**config.mk**
```make
export PLATFORM = sky130hd
export DESIGN_NAME = ps2_host_tx_flat
export DESIGN_NICKNAME = d
export VERILOG_FILES = /design/src/rtl/ps2_host_tx_if.sv /design/src/rtl/ps2_host_tx.sv /design/src/flat_wrapper.sv
export SDC_FILE = /design/constraint.sdc
export NUM_CORES = 1
export LEC_CHECK = 0
export BUFFER_PORTS_ARGS = -buffer_cell sky130_fd_sc_hd__buf_4
export CAP_MARGIN = 20
export CORE_MARGIN = 2
export CORE_UTILIZATION = 55
export CTS_CLUSTER_SIZE = 8
export DETAILED_ROUTE_END_ITERATION = 7
export PLACE_DENSITY = 0.81
export SLEW_MARGIN = 20
export SYNTH_ARGS = -nofsm -noshare
export SYNTH_HDL_FRONTEND = slang
export SYNTH_SLANG_ARGS = --single-unit
```
**constraint.sdc**
```tcl
create_clock -name clk_i -period 6.5 [get_ports clk_i]
set_clock_uncertainty 0.2 [all_clocks]
set_input_delay 0.325 -clock clk_i [delete_from_list [all_inputs] [get_ports clk_i]]
set_output_delay 0.325 -clock clk_i [all_outputs]
set_load 0.02 [all_outputs]
```
**src/rtl/ps2_host_tx_if.sv**
```systemverilog
// ps2_host_tx_if: command handshake between the SoC and the PS/2 host transmitter.
interface ps2_host_tx_if;
    logic [7:0] tx_data;
    logic       tx_start;
    logic       busy;
    logic       done;
    logic       error;
    modport master (output tx_data, tx_start, input busy, done, error);
    modport slave (input tx_data, tx_start, output busy, done, error);
endinterface

```
**src/rtl/ps2_host_tx.sv**
```systemverilog
// ps2_host_tx: PS/2 host-to-device command transmitter (inhibit, start, data/odd parity/stop, ACK check).
// Define PS2_TX_RETRY_EN to relaunch a NACK/timeout up to twice before reporting error.
module ps2_host_tx #(
    parameter int INHIBIT_CYCLES = 5000,
    parameter int TIMEOUT_CYCLES = 750000
) (
    input  logic         clk_i,
    input  logic         rst_i,
    ps2_host_tx_if.slave tx,
    input  logic         ps2_clk_i,
    input  logic         ps2_data_i,
    output logic         ps2_clk_oe,
    output logic         ps2_data_oe
);
    localparam int CMAX = INHIBIT_CYCLES > TIMEOUT_CYCLES ? INHIBIT_CYCLES : TIMEOUT_CYCLES;
    localparam int CW = $clog2(CMAX + 1);
    typedef enum logic [2:0] {IDLE, INHIBIT, START, SEND, ACK, WAIT_IDLE, FAIL} state_t;
    state_t state, state_n;
    logic [CW-1:0] cnt, cnt_n;
    logic [9:0] shift, shift_n;
    logic [3:0] bit_cnt, bit_n;
    logic busy, busy_n, done, done_n, error, error_n, clk_oe_n, data_oe_n;
    logic [1:0] clk_s, data_s;
    logic clk_prev, fall, fail;
`ifdef PS2_TX_RETRY_EN
    logic [7:0] data_q, data_n;
    logic [1:0] retry, retry_n;
`endif
    assign fall = clk_prev & ~clk_s[1];
    assign tx.busy = busy;
    assign tx.done = done;
    assign tx.error = error;
    always_ff @(posedge clk_i or posedge rst_i)
        if (rst_i) begin
            clk_s       <= 2'b11;
            data_s      <= 2'b11;
            clk_prev    <= 1'b1;
            state       <= IDLE;
            cnt         <= '0;
            shift       <= '0;
            bit_cnt     <= '0;
            busy        <= 1'b0;
            done        <= 1'b0;
            error       <= 1'b0;
            ps2_clk_oe  <= 1'b0;
            ps2_data_oe <= 1'b0;
        end else begin
            clk_s       <= {clk_s[0], ps2_clk_i};
            data_s      <= {data_s[0], ps2_data_i};
            clk_prev    <= clk_s[1];
            state       <= state_n;
            cnt         <= cnt_n;
            shift       <= shift_n;
            bit_cnt     <= bit_n;
            busy        <= busy_n;
            done        <= done_n;
            error       <= error_n;
            ps2_clk_oe  <= clk_oe_n;
            ps2_data_oe <= data_oe_n;
        end
`ifdef PS2_TX_RETRY_EN
    always_ff @(posedge clk_i or posedge rst_i)
        if (rst_i) begin
            data_q <= '0;
            retry  <= '0;
        end else begin
            data_q <= data_n;
            retry  <= retry_n;
        end
`endif
    always_comb begin
        state_n   = state;
        cnt_n     = cnt;
        shift_n   = shift;
        bit_n     = bit_cnt;
        busy_n    = busy;
        done_n    = 1'b0;
        error_n   = 1'b0;
        clk_oe_n  = ps2_clk_oe;
        data_oe_n = ps2_data_oe;
        fail      = 1'b0;
`ifdef PS2_TX_RETRY_EN
        data_n    = data_q;
        retry_n   = retry;
`endif
        case (state)
            IDLE: if (tx.tx_start) begin
                state_n  = INHIBIT;
                cnt_n    = '0;
                bit_n    = '0;
                busy_n   = 1'b1;
                clk_oe_n = 1'b1;
                shift_n  = {1'b1, ~^tx.tx_data, tx.tx_data};
`ifdef PS2_TX_RETRY_EN
                data_n   = tx.tx_data;
                retry_n  = '0;
`endif
            end
            INHIBIT: begin
                cnt_n = cnt + 1'b1;
                if (cnt == CW'(INHIBIT_CYCLES - 1)) begin
                    state_n   = START;
                    data_oe_n = 1'b1;
                end
            end
            START: begin
                state_n  = SEND;
                clk_oe_n = 1'b0;
                cnt_n    = '0;
            end
            SEND, ACK, WAIT_IDLE: begin
                cnt_n = cnt + 1'b1;
                // Timeout wins over an edge arriving in the same cycle
                if (cnt == CW'(TIMEOUT_CYCLES - 1))
                    fail = 1'b1;
                else if (state == SEND && fall) begin
                    data_oe_n = ~shift[0];
                    shift_n   = {1'b0, shift[9:1]};
                    bit_n     = bit_cnt + 4'd1;
                    state_n   = bit_cnt == 4'd9 ? ACK : SEND;
                end else if (state == ACK && fall) begin
                    fail    = data_s[1];
                    state_n = data_s[1] ? ACK : WAIT_IDLE;
                end else if (state == WAIT_IDLE && clk_s[1] && data_s[1]) begin
                    state_n = IDLE;
                    done_n  = 1'b1;
                    busy_n  = 1'b0;
                end
            end
            FAIL: begin
                state_n   = IDLE;
                error_n   = 1'b1;
                busy_n    = 1'b0;
                clk_oe_n  = 1'b0;
                data_oe_n = 1'b0;
            end
            default: state_n = IDLE;
        endcase
        if (fail) begin
`ifdef PS2_TX_RETRY_EN
            if (retry != 2'd2) begin
                retry_n   = retry + 2'd1;
                state_n   = INHIBIT;
                cnt_n     = '0;
                bit_n     = '0;
                clk_oe_n  = 1'b1;
                data_oe_n = 1'b0;
                shift_n   = {1'b1, ~^data_q, data_q};
            end else
`endif
            begin
                state_n   = FAIL;
                clk_oe_n  = 1'b0;
                data_oe_n = 1'b0;
            end
        end
    end
endmodule
```
**src/flat_wrapper.sv**
```systemverilog
// flat-port wrapper written by rule: the top's interface ports become plain ports
module ps2_host_tx_flat 
#(
    parameter int INHIBIT_CYCLES = 5000,
    parameter int TIMEOUT_CYCLES = 750000
)
  (clk_i, rst_i, ps2_clk_i, ps2_data_i, ps2_clk_oe, ps2_data_oe, tx_tx_data, tx_tx_start, tx_busy, tx_done, tx_error);
  ps2_host_tx_if tx_i ();
  input  logic clk_i;
  input  logic rst_i;
  input  logic ps2_clk_i;
  input  logic ps2_data_i;
  output logic ps2_clk_oe;
  output logic ps2_data_oe;
  input wire logic [$bits(tx_i.tx_data)-1:0] tx_tx_data;
  input wire logic [$bits(tx_i.tx_start)-1:0] tx_tx_start;
  output wire logic [$bits(tx_i.busy)-1:0] tx_busy;
  output wire logic [$bits(tx_i.done)-1:0] tx_done;
  output wire logic [$bits(tx_i.error)-1:0] tx_error;
  assign tx_i.tx_data = tx_tx_data;
  assign tx_i.tx_start = tx_tx_start;
  assign tx_busy = tx_i.busy;
  assign tx_done = tx_i.done;
  assign tx_error = tx_i.error;
  ps2_host_tx #(.INHIBIT_CYCLES(INHIBIT_CYCLES), .TIMEOUT_CYCLES(TIMEOUT_CYCLES)) u_core (.clk_i(clk_i), .rst_i(rst_i), .tx(tx_i), .ps2_clk_i(ps2_clk_i), .ps2_data_i(ps2_data_i), .ps2_clk_oe(ps2_clk_oe), .ps2_data_oe(ps2_data_oe));
endmodule
```
# After elaboration in Yosys (flattened, before gate mapping)
# Index checks and enable logic that the tools add are counted.
# Widths: inputs -> output; s select.
# word_totals
reg_bits	47
inputBits	13
output_inout_bits	5
# classes
n_addsub	2
eq_ne	20
n_mux	43
bitwise_logic	3
n_reduce_logical	20
# ops
operator	n
$pmux 20 s3	1
$mux 10	3
$mux 3	8
$mux 1	21
$add 20x1->20 const B	1
$eq 20x13->1 const B	1
$eq 20x20->1 const B	1
$mux 20	1
$pmux 10 s2	1
$mux 4	3
$pmux 3 s4	1
$reduce_and 4->1	3
$eq 3x3->1 const B	3
$reduce_bool 3->1	3
$ne 2x2->1 const B	4
$pmux 4 s2	1
$reduce_xnor 8->1	1
$eq 3x2->1 const B	2
$ne 3x1->1 const B	2
$ne 3x2->1 const B	2
$pmux 1 s3	2
$reduce_and 6->1	1
$ne 5x1->1 const B	1
$add 4x1->4 const B	1
14 further kinds	20

# Longest topological paths before layout
# Gate-level depths: netlist of run 1.
# depth
ltp_word	9
depth_mapped	7
depth_no_buf	7

# Worst setup path before layout of run 1
# OpenSTA, ideal clock, no wires.
# synth_path
path_kind	reg2reg
start	reg u_core.cnt[6]
end	reg u_core.state[0]
setup_ps	125
arrival_ps	2105
slack_ps	4070
stages_incl_launch_ff	6
synth_period_minus_slack_ps	2430
cell_sequence	dfrtp_1 > or4b_1 > or4_4 > o22ai_4 > o211ai_2 > mux2_4
# synth_via
elab_chain_cells	5
word_cells_on_any_way	10
cone_classes	6 x eq/ne; 3 x mux; 1 x reduce/logical
# synth_lines
element	line_no	source
start, declared	ps2_host_tx.sv:19	logic [CW-1:0] cnt, cnt_n;
start signal, assigned	ps2_host_tx.sv:52	cnt <= cnt_n;
$eq 20x20->1	ps2_host_tx.sv:114	if (cnt == CW'(TIMEOUT_CYCLES - 1))
$mux 1	ps2_host_tx.sv:114	
$mux 1	ps2_host_tx.sv:86	case (state)
$ne 5x1->1 (no source line) (tied with other cells)	n/a	
$reduce_and 4->1 (no source line)	n/a	
end signal, assigned	ps2_host_tx.sv:51	state <= state_n;
end, declared	ps2_host_tx.sv:18	state_t state, state_n;
# Several ways; a longest one is shown, not always the timed one.
# A chain may end at the register's enable or synchronous reset.

# Worst setup path in the final report of run 1
# layout_path
start	reg u_core.state[1]
end	reg u_core.bit_cnt[0]
# layout_via
elab_chain_cells	4
word_cells_on_any_way	12
cone_classes	6 x eq/ne; 1 x mux; 5 x reduce/logical
# layout_lines
element	line_no	source
$eq 3x3->1 or $eq 3x2->1 (tied branches)	ps2_host_tx.sv:86, ps2_host_tx.sv:116	
$reduce_or 3->1 or $logic_and 1x1->1 (tied branches)	ps2_host_tx.sv:86, ps2_host_tx.sv:116	
$ne 2x1->1 (no source line) (tied with other cells)	n/a	
$reduce_and 4->1 (no source line)	n/a	
end signal, assigned	ps2_host_tx.sv:54	bit_cnt <= bit_n;
end, declared	ps2_host_tx.sv:21	logic [3:0] bit_cnt, bit_n;
# Several ways; a longest one is shown, not always the timed one.

==> flow_metrics.tcl, run 1 <==
set metrics [dict create \
    whs_ns -0.0699 \
    cts_root_buf "clkbuf_8" \
    min_period_over_period 0.447 \
    hold_viol 42 \
    placed_cells 327 \
    clock-sinks 47 \
    cts_max_level 2 \
    grt_busiest_layer "met2" \
    cp_max_fo 26 \
    synth-compound-area-share 0.179 \
    pwr-share-seq 0.466 \
    met3_usage 0.0535 \
    tightest_slew_ns 0.800 \
    hp-class "in -> async" \
    worstSetupPathType "reg -> reg" \
    ys_warn_count 0 \
    core_area_um2 4690 \
    grt_setup_unrepaired "no" \
    tns_ns 0 \
    synth_edf_count 0 \
    start_util 0.566 \
    synthMuxAreaShare 0.0212 \
    cts_setup_buffers 0 \
    synth_seq_cells 47 \
    post-synth-top-count-cell "dfrtp_1" \
    cts_tree "done" \
    cp-start-kind "flop" \
    cts_buffers 5 \
    yosys-top-cells-count "dfrtp_1, nor2_1, xnor2_1" \
    yosysTopAreaCell "dfrtp_1" \
    max_freq_ghz 0.344 \
    die_area_um2 5400 \
    dp_hpwl_mm 3.68 \
    dieHeight_um 73.5 \
    die_w_um 73.5 \
    ys_async_sr_fraction 1.00 \
    stdcell_count 337 \
    outcome "complete, but fails checks" \
    routedWlPerCell_um 15.9 \
    synth.area.top_cells "dfrtp_1, xnor2_1, dfstp_2" \
    antenna_found_initial 0 \
    ant_nets 0 \
    slew-limit-headroom 0.466 \
    slew_viol_final 0 \
    synth_cells 270 \
    yosys.area_share.simple 0.233 \
    syn_to_final_growth_pct 8.52 \
    firstDrtPassIters 4 \
    clockPowerShare 0.206 \
    grt_pass1_wl_mm 9.07 \
    synth_fp_nets 286 \
    grt_pass1_vias 1921 \
    yosys.area_share.adder 0.0141 \
    ir_drop_mv 0.166 \
    initialDrtViolationCount 204 \
    syn_area_um2 2660 \
    p_sw_uw 343 \
    syn-mean-instance-area_um2 9.84 \
    ios 18 \
    synth_xor_area_frac 0.0593 \
    grt_util_met2 0.326 \
    grt_max_degree 48 \
    clk_pin_slew_worst_paths_ns 0.09 \
    synth_top_family_by_area "simple AND/OR/NAND/NOR gates" \
    violations "negative hold slack" \
    cts_buffer_depth 2 \
    finalCriticalPeriod_ns 2.91 \
    power_density_nw_per_um2 317 \
    critPathRequiredTime_ns 6.49 \
    p_sw_frac 0.376 \
    comb_power_share 0.328 \
    intPower_uw 570 \
    finalSetupViolations 0 \
    routed_wl_mm 5.35 \
    synth.top_cell.area_share 0.395 \
    nNetsFinal 298 \
    drcViolationCount 0 \
    fillers 377 \
    clk_latency_ns 0.30 \
    globalRoute.totalOverflow 0 \
    vias 2063 \
    grt_use_total 0.217 \
    gr-usage-met1 0.307 \
    rows 25 \
    n_antenna_cell 0 \
    yosysSeqAreaShare 0.445 \
    synth-main-ff-cell "dfrtp_1" \
    end_kind "flop" \
    synth_cell_type_count 62 \
    io_buffers 17 \
    arrival_ns 2.90 \
    power_leakage_nw 1.08 \
    cap_violations 0 \
    routed_via_density 6.12 \
    drive_above_1_share 0.163 \
    finalWeightedCongestion 0.852 \
]
## timing repair
item | 4_1_cts | 5_1_grt
hold buffers | 2 | 0
resized for setup | 0 | 0
endpoints found under the hold margin | 2 | 0
## logic make-up (layout without fill, tap and decap cells)
family / after synthesis / in the layout
compound gates: 65 / 65
xor+xnor: 18 / 18
fa+ha+maj: 3 / 3
buf+inv: 25 / 38
flops: 47 / 47
mux: 5 / 5
simple gates: 107 / 107
## final timing paths
path                       depth (start not counted)            start                 to  slack [ns]
max in group asynchronous                          2            rst_i      u_core.cnt[0]        5.69
max                                                4  u_core.state[1]  u_core.bit_cnt[0]        3.59
min                                                2            rst_i  u_core.bit_cnt[2]       -0.07
min reg2reg                                        0  u_core.clk_s[0]    u_core.clk_s[1]        0.16
max reg2reg                                        4  u_core.state[1]  u_core.bit_cnt[0]        3.59
min in group clk_i                                 2    tx_tx_data[3]    u_core.shift[3]        0.11
## cell type report
class / count / area [um^2] / area share
Clock buffer: 7 / 86.3 / 0.0299
Clock inverter: 1 / 8.76 / 0.00304
Inverter: 10 / 38.8 / 0.0134
Multi-Input combinational cell: 198 / 1350 / 0.466
Sequential cell: 47 / 1180 / 0.410
Tap cell: 54 / 67.6 / 0.0234
Timing Repair Buffer: 20 / 155 / 0.0538
## routing by layer
| metal | wire, um | part of all wire |
|---|---|---|
| met2 | 2550 | 0.48 |
| met3 | 175 | 0.033 |
| met5 | 0 | 0 |
| met1 | 2540 | 0.47 |
| met4 | 82 | 0.015 |
## worst max-delay path: stages (launching register included)
cell and delay [ns]:
dfrtp_1 0.67, or3b_2 0.57, a21oi_1 0.27, nor2b_1 0.70, mux2_1 0.38
## flip-flops by register name, summed over array words and instances, names as in the netlist
| register | flops |
|---|---|
| u_core.clk_prev | 1 |
| u_core.bit_cnt | 4 |
| u_core.state | 3 |
| u_core.cnt | 20 |
| u_core.tx.done | 1 |
| u_core.shift | 10 |
| u_core.tx.busy | 1 |
| u_core.tx.error | 1 |
| u_core.ps2_clk_oe | 1 |
| u_core.clk_s | 2 |
| u_core.ps2_data_oe | 1 |
| u_core.data_s | 2 |
## placed cells by master, fill, tap and decap left out, types with 2 or more instances in the layout
| master | n |
|---|---|
| o21bai_1 | 2 |
| dfstp_2 | 5 |
| o21ai_0 | 10 |
| o211ai_1 | 3 |
| a21oi_1 | 16 |
| o32ai_1 | 2 |
| and2_1 | 2 |
| nor3b_1 | 2 |
| o21ai_1 | 4 |
| nor2_1 | 23 |
| a31oi_1 | 2 |
| nand4_1 | 2 |
| nand3_1 | 12 |
| o221ai_1 | 2 |
| buf_4 | 18 |
| nand4b_1 | 3 |
| nor4_1 | 6 |
| ha_1 | 3 |
| mux2i_1 | 3 |
| clkbuf_8 | 6 |
| dfrtp_1 | 42 |
| o221a_1 | 8 |
| or4b_1 | 3 |
| or2b_2 | 2 |
| a22oi_1 | 2 |
| nand2_1 | 11 |
| nor2b_1 | 2 |
| inv_1 | 9 |
| dlygate4sd3_1 | 2 |
| o21ai_2 | 2 |
| nor3_1 | 9 |
| xnor2_1 | 17 |
| nand2b_1 | 2 |
| and2b_2 | 2 |
| or3_1 | 15 |
| nand3b_1 | 2 |
## metrics by stage
| step | instance area (um^2) | util | power [mW] | setup slack, ns |
|---|---|---|---|---|
| 4_1_cts | 2880 | 0.614 | 0.911 | 3.67 |
| 2_1_floorplan | 2660 | - | 0.671 | 4.07 |
| 6_report | 2880 | 0.615 | 0.913 | 3.59 |
| 3_5_place_dp | 2770 | 0.590 | 0.723 | 3.68 |
| 5_1_grt | 2880 | 0.615 | 0.967 | 3.55 |
| 3_3_place_gp | 2770 | 0.590 | 0.710 | 3.76 |
## power by group through the flow
stage	clock network [mW]	logic, mW	registers [mW]
floorplan	0	0.287	0.384
global placement	0	0.286	0.424
detailed placement	0	0.295	0.428
CTS	0.191	0.297	0.424
global route	0.201	0.332	0.434
finish	0.188	0.300	0.426
No activity file was read; power rests on OpenSTA's default activity.
==> run 2, diff against run 1 <==
Settings changed: ABC_AREA from default to 1, PLACE_DENSITY 0.81 to 0.8.
Clock period 6.5 ns to 2.9 ns, I/O delays scaled along.
==> run 2 against run 1 <==
  * The run now ends clean
  * Sequential share of layout area is 6.0 points lower
  * Worst setup slack worse by 2.7 ns
  * Register-to-register slack worse by 2.7 ns
  * Sequential power is 120% higher
  * Synthesized cell count is 53% higher
  * Flip-flop and latch count stayed put
  * Wire length is 26% higher
  * Global-route usage is 2.5 points higher
  * Die area is 12% higher
  * Power grew to 2.6 times the previous value
  * Worst hold slack better by 0.23 ns
  * Cell count is 53% higher
  * Critical endpoint is now u_core.bit_cnt[1]
==> flow_metrics.tcl, run 2 <==
set metrics [dict create \
    hold_start "u_core.clk_s[0]" \
    grt_max_degree 48 \
    drcViolationCount 0 \
    synth_fp_nets 430 \
    initialDrtViolationCount 279 \
    vias 2700 \
    cts_tree "done" \
    clock-sinks 47 \
    finalSetupViolations 0 \
    grt_pass1_wl_mm 11.8 \
    rows 26 \
    outcome "complete, no violations" \
    power_leakage_nw 1.67 \
    yosysTopAreaCell "dfrtp_1" \
    slowest_stage "dfrtp_1" \
    cts_buffers 5 \
    io_buffers 17 \
    synth.area.top_cells "dfrtp_1, nand2_1, inv_1" \
    arrival_ns 2.04 \
    cpPeakStageDelay_ns 0.43 \
    whs_path_depth 0 \
    core_area_um2 5170 \
    synth.top_cell.area_share 0.350 \
    critPathBufInv 2 \
    drive_above_1_share 0.166 \
    path_cells "ha_1 > nand2_2 > inv_2 > nand3_2 > nor2_4 > nand4_4 > nand2_4 > inv_2 > nand2_4 > nand2_1 > nand2_1" \
    yosysSeqAreaShare 0.394 \
    globalRoute.totalOverflow 0 \
    grt_pass1_vias 2616 \
    synth_cells 414 \
    synth_seq_cells 47 \
    slew-limit-headroom 0.465 \
    ys_warn_count 0 \
    tightest_slew_ns 0.802 \
    antenna_found_initial 0 \
    reg_top3 "u_core.cnt: 20 flops, u_core.shift: 10 flops, u_core.bit_cnt: 4 flops" \
    yosys-top-cells-count "nand2_1, dfrtp_1, inv_1" \
    start_util 0.580 \
    die_area_um2 6060 \
    critPathRequiredTime_ns 2.95 \
    cts_resized 0 \
    ys_async_sr_fraction 1.00 \
    post-route-util 0.654 \
    cp-start-kind "flop" \
    crit_family "simple AND/OR/NAND/NOR gates" \
    clk_latency_ns 0.31 \
    rr_worst_depth 11 \
    tns_ns 0 \
    final_cell_mix "nand2_1, dfrtp_1, inv_1, nor2_1, nand3_1" \
    synth_edf_count 0 \
    hp-class "reg -> reg" \
    timing.rr.end "u_core.bit_cnt[1]" \
    ir_drop_mv 0.341 \
    nNetsFinal 460 \
    syn_to_final_growth_pct 12.8 \
    synth-main-ff-cell "dfrtp_1" \
    finalWeightedCongestion 0.925 \
    cap_violations 0 \
    grt_use_total 0.242 \
    routed_via_density 5.24 \
    clk_pin_slew_worst_paths_ns 0.09 \
    worst_hold_path.endpoint "u_core.clk_s[1]" \
    timing.rr.start "u_core.cnt[0]" \
    power_density_nw_per_um2 710 \
    syn-mean-instance-area_um2 7.25 \
    routedWlPerCell_um 13.1 \
    r2r_slack_ns 0.92 \
    cts_max_level 2 \
    top_register "u_core.cnt" \
    worstSetupPathType "reg -> reg" \
    ios 18 \
    synth_cell_type_count 35 \
    syn_area_um2 3000 \
    max_freq_ghz 0.504 \
    fillers 431 \
    min_period_over_period 0.684 \
    cts_buffer_depth 2 \
    layout_commonest_cell "nand2_1" \
    slew_viol_final 0 \
    grt_setup_unrepaired "no" \
    n_antenna_cell 0 \
    die_w_um 77.9 \
    end_kind "flop" \
    post-synth-top-count-cell "nand2_1" \
    dp_hpwl_mm 4.86 \
    firstDrtPassIters 5 \
    routed_wl_mm 6.76 \
    ant_nets 0 \
    cp_max_fo 14 \
    dieHeight_um 77.9 \
    largest_reg_flops 20 \
    finalCriticalPeriod_ns 1.98 \
    cts_root_buf "clkbuf_8" \
    hold_viol 0 \
]
[run 2: changes by cell type after synthesis, sizes merged, moves of 6 or more]
| cell | before | now |
|---|---|---|
| nor2 | 23 | 42 |
| a21oi | 16 | 9 |
| nor4 | 6 | 0 |
| xor2 | 1 | 10 |
| o221a | 8 | 0 |
| clkbuf | 13 | 0 |
| xnor2 | 17 | 5 |
| nand4 | 2 | 8 |
| nand2 | 11 | 167 |
| or3 | 15 | 0 |
| inv | 10 | 50 |
| nand3 | 12 | 26 |
[run 2: worst max path at each step]
stage          cells after the start           endpoint       startpoint
2_1_floorplan                     11  u_core.bit_cnt[0]    u_core.cnt[0]
3_3_place_gp                       8    u_core.shift[8]  u_core.state[1]
3_5_place_dp                      11  u_core.bit_cnt[1]    u_core.cnt[0]
4_1_cts                           11  u_core.bit_cnt[1]    u_core.cnt[0]
5_1_grt                           11    u_core.state[0]    u_core.cnt[0]
6_report                          11  u_core.bit_cnt[1]    u_core.cnt[0]
[run 2: through the flow]
step	power (mW)	hold slack (ns)	setup slack, ns	instance area [um^2]	cells
2_1_floorplan	1.75	-0.0505	1.16	3000	414
3_3_place_gp	1.88	0.0535	1.04	3160	495
3_5_place_dp	1.92	0.0547	0.977	3160	495
4_1_cts	2.41	0.161	0.930	3380	515
5_1_grt	2.59	0.162	0.735	3380	515
6_report	2.40	0.159	0.916	3380	515
[run 2: metal layers]
metal	share of wire	global-route usage	vias to the layer above	wire length, um
met5	0	0	-	0
met4	0.015	0.0821	0	100
met3	0.051	0.0314	12	343
met2	0.49	0.421	95	3310
met1	0.44	0.311	1240	3010
li1	-	-	1353	-
[run 2: cell type report]
| class | count | area [um^2] | area share |
|---|---|---|---|
| Inverter | 50 | 191 | 0.0566 |
| Timing Repair Buffer | 29 | 248 | 0.0732 |
| Multi-Input combinational cell | 311 | 1570 | 0.463 |
| Clock buffer | 7 | 76.3 | 0.0226 |
| Tap cell | 70 | 87.6 | 0.0259 |
| Sequential cell | 47 | 1180 | 0.349 |
| Clock inverter | 1 | 30.0 | 0.00888 |
[run 2: cells by family (layout without fill, tap and decap cells)]
| family | after synthesis | count (layout) | synth area share |
|---|---|---|---|
| AND/OR/NAND/NOR | 258 | 258 | 0.402 |
| AO/OA/AOI/OAI | 35 | 35 | 0.0646 |
| buffers and inverters | 56 | 87 | 0.0834 |
| adder cells (fa/ha/maj) | 3 | 3 | 0.0125 |
| XOR/XNOR | 15 | 15 | 0.0438 |
| flip-flops | 47 | 47 | 0.394 |
[run 2: where the power goes]
group	internal [mW]	switching [mW]	total [mW]
clock	0.258	0.222	0.481
combinational	0.334	0.663	0.997
sequential	0.794	0.129	0.923
total	1.39	1.01	2.40
[run 2: timing repair]
action / in CTS / in global routing
buffers inserted: 0 / 0
setup endpoints to repair: 0 / 0
hold buffers: 12 / 0
endpoints found under the hold margin: 55 / 0
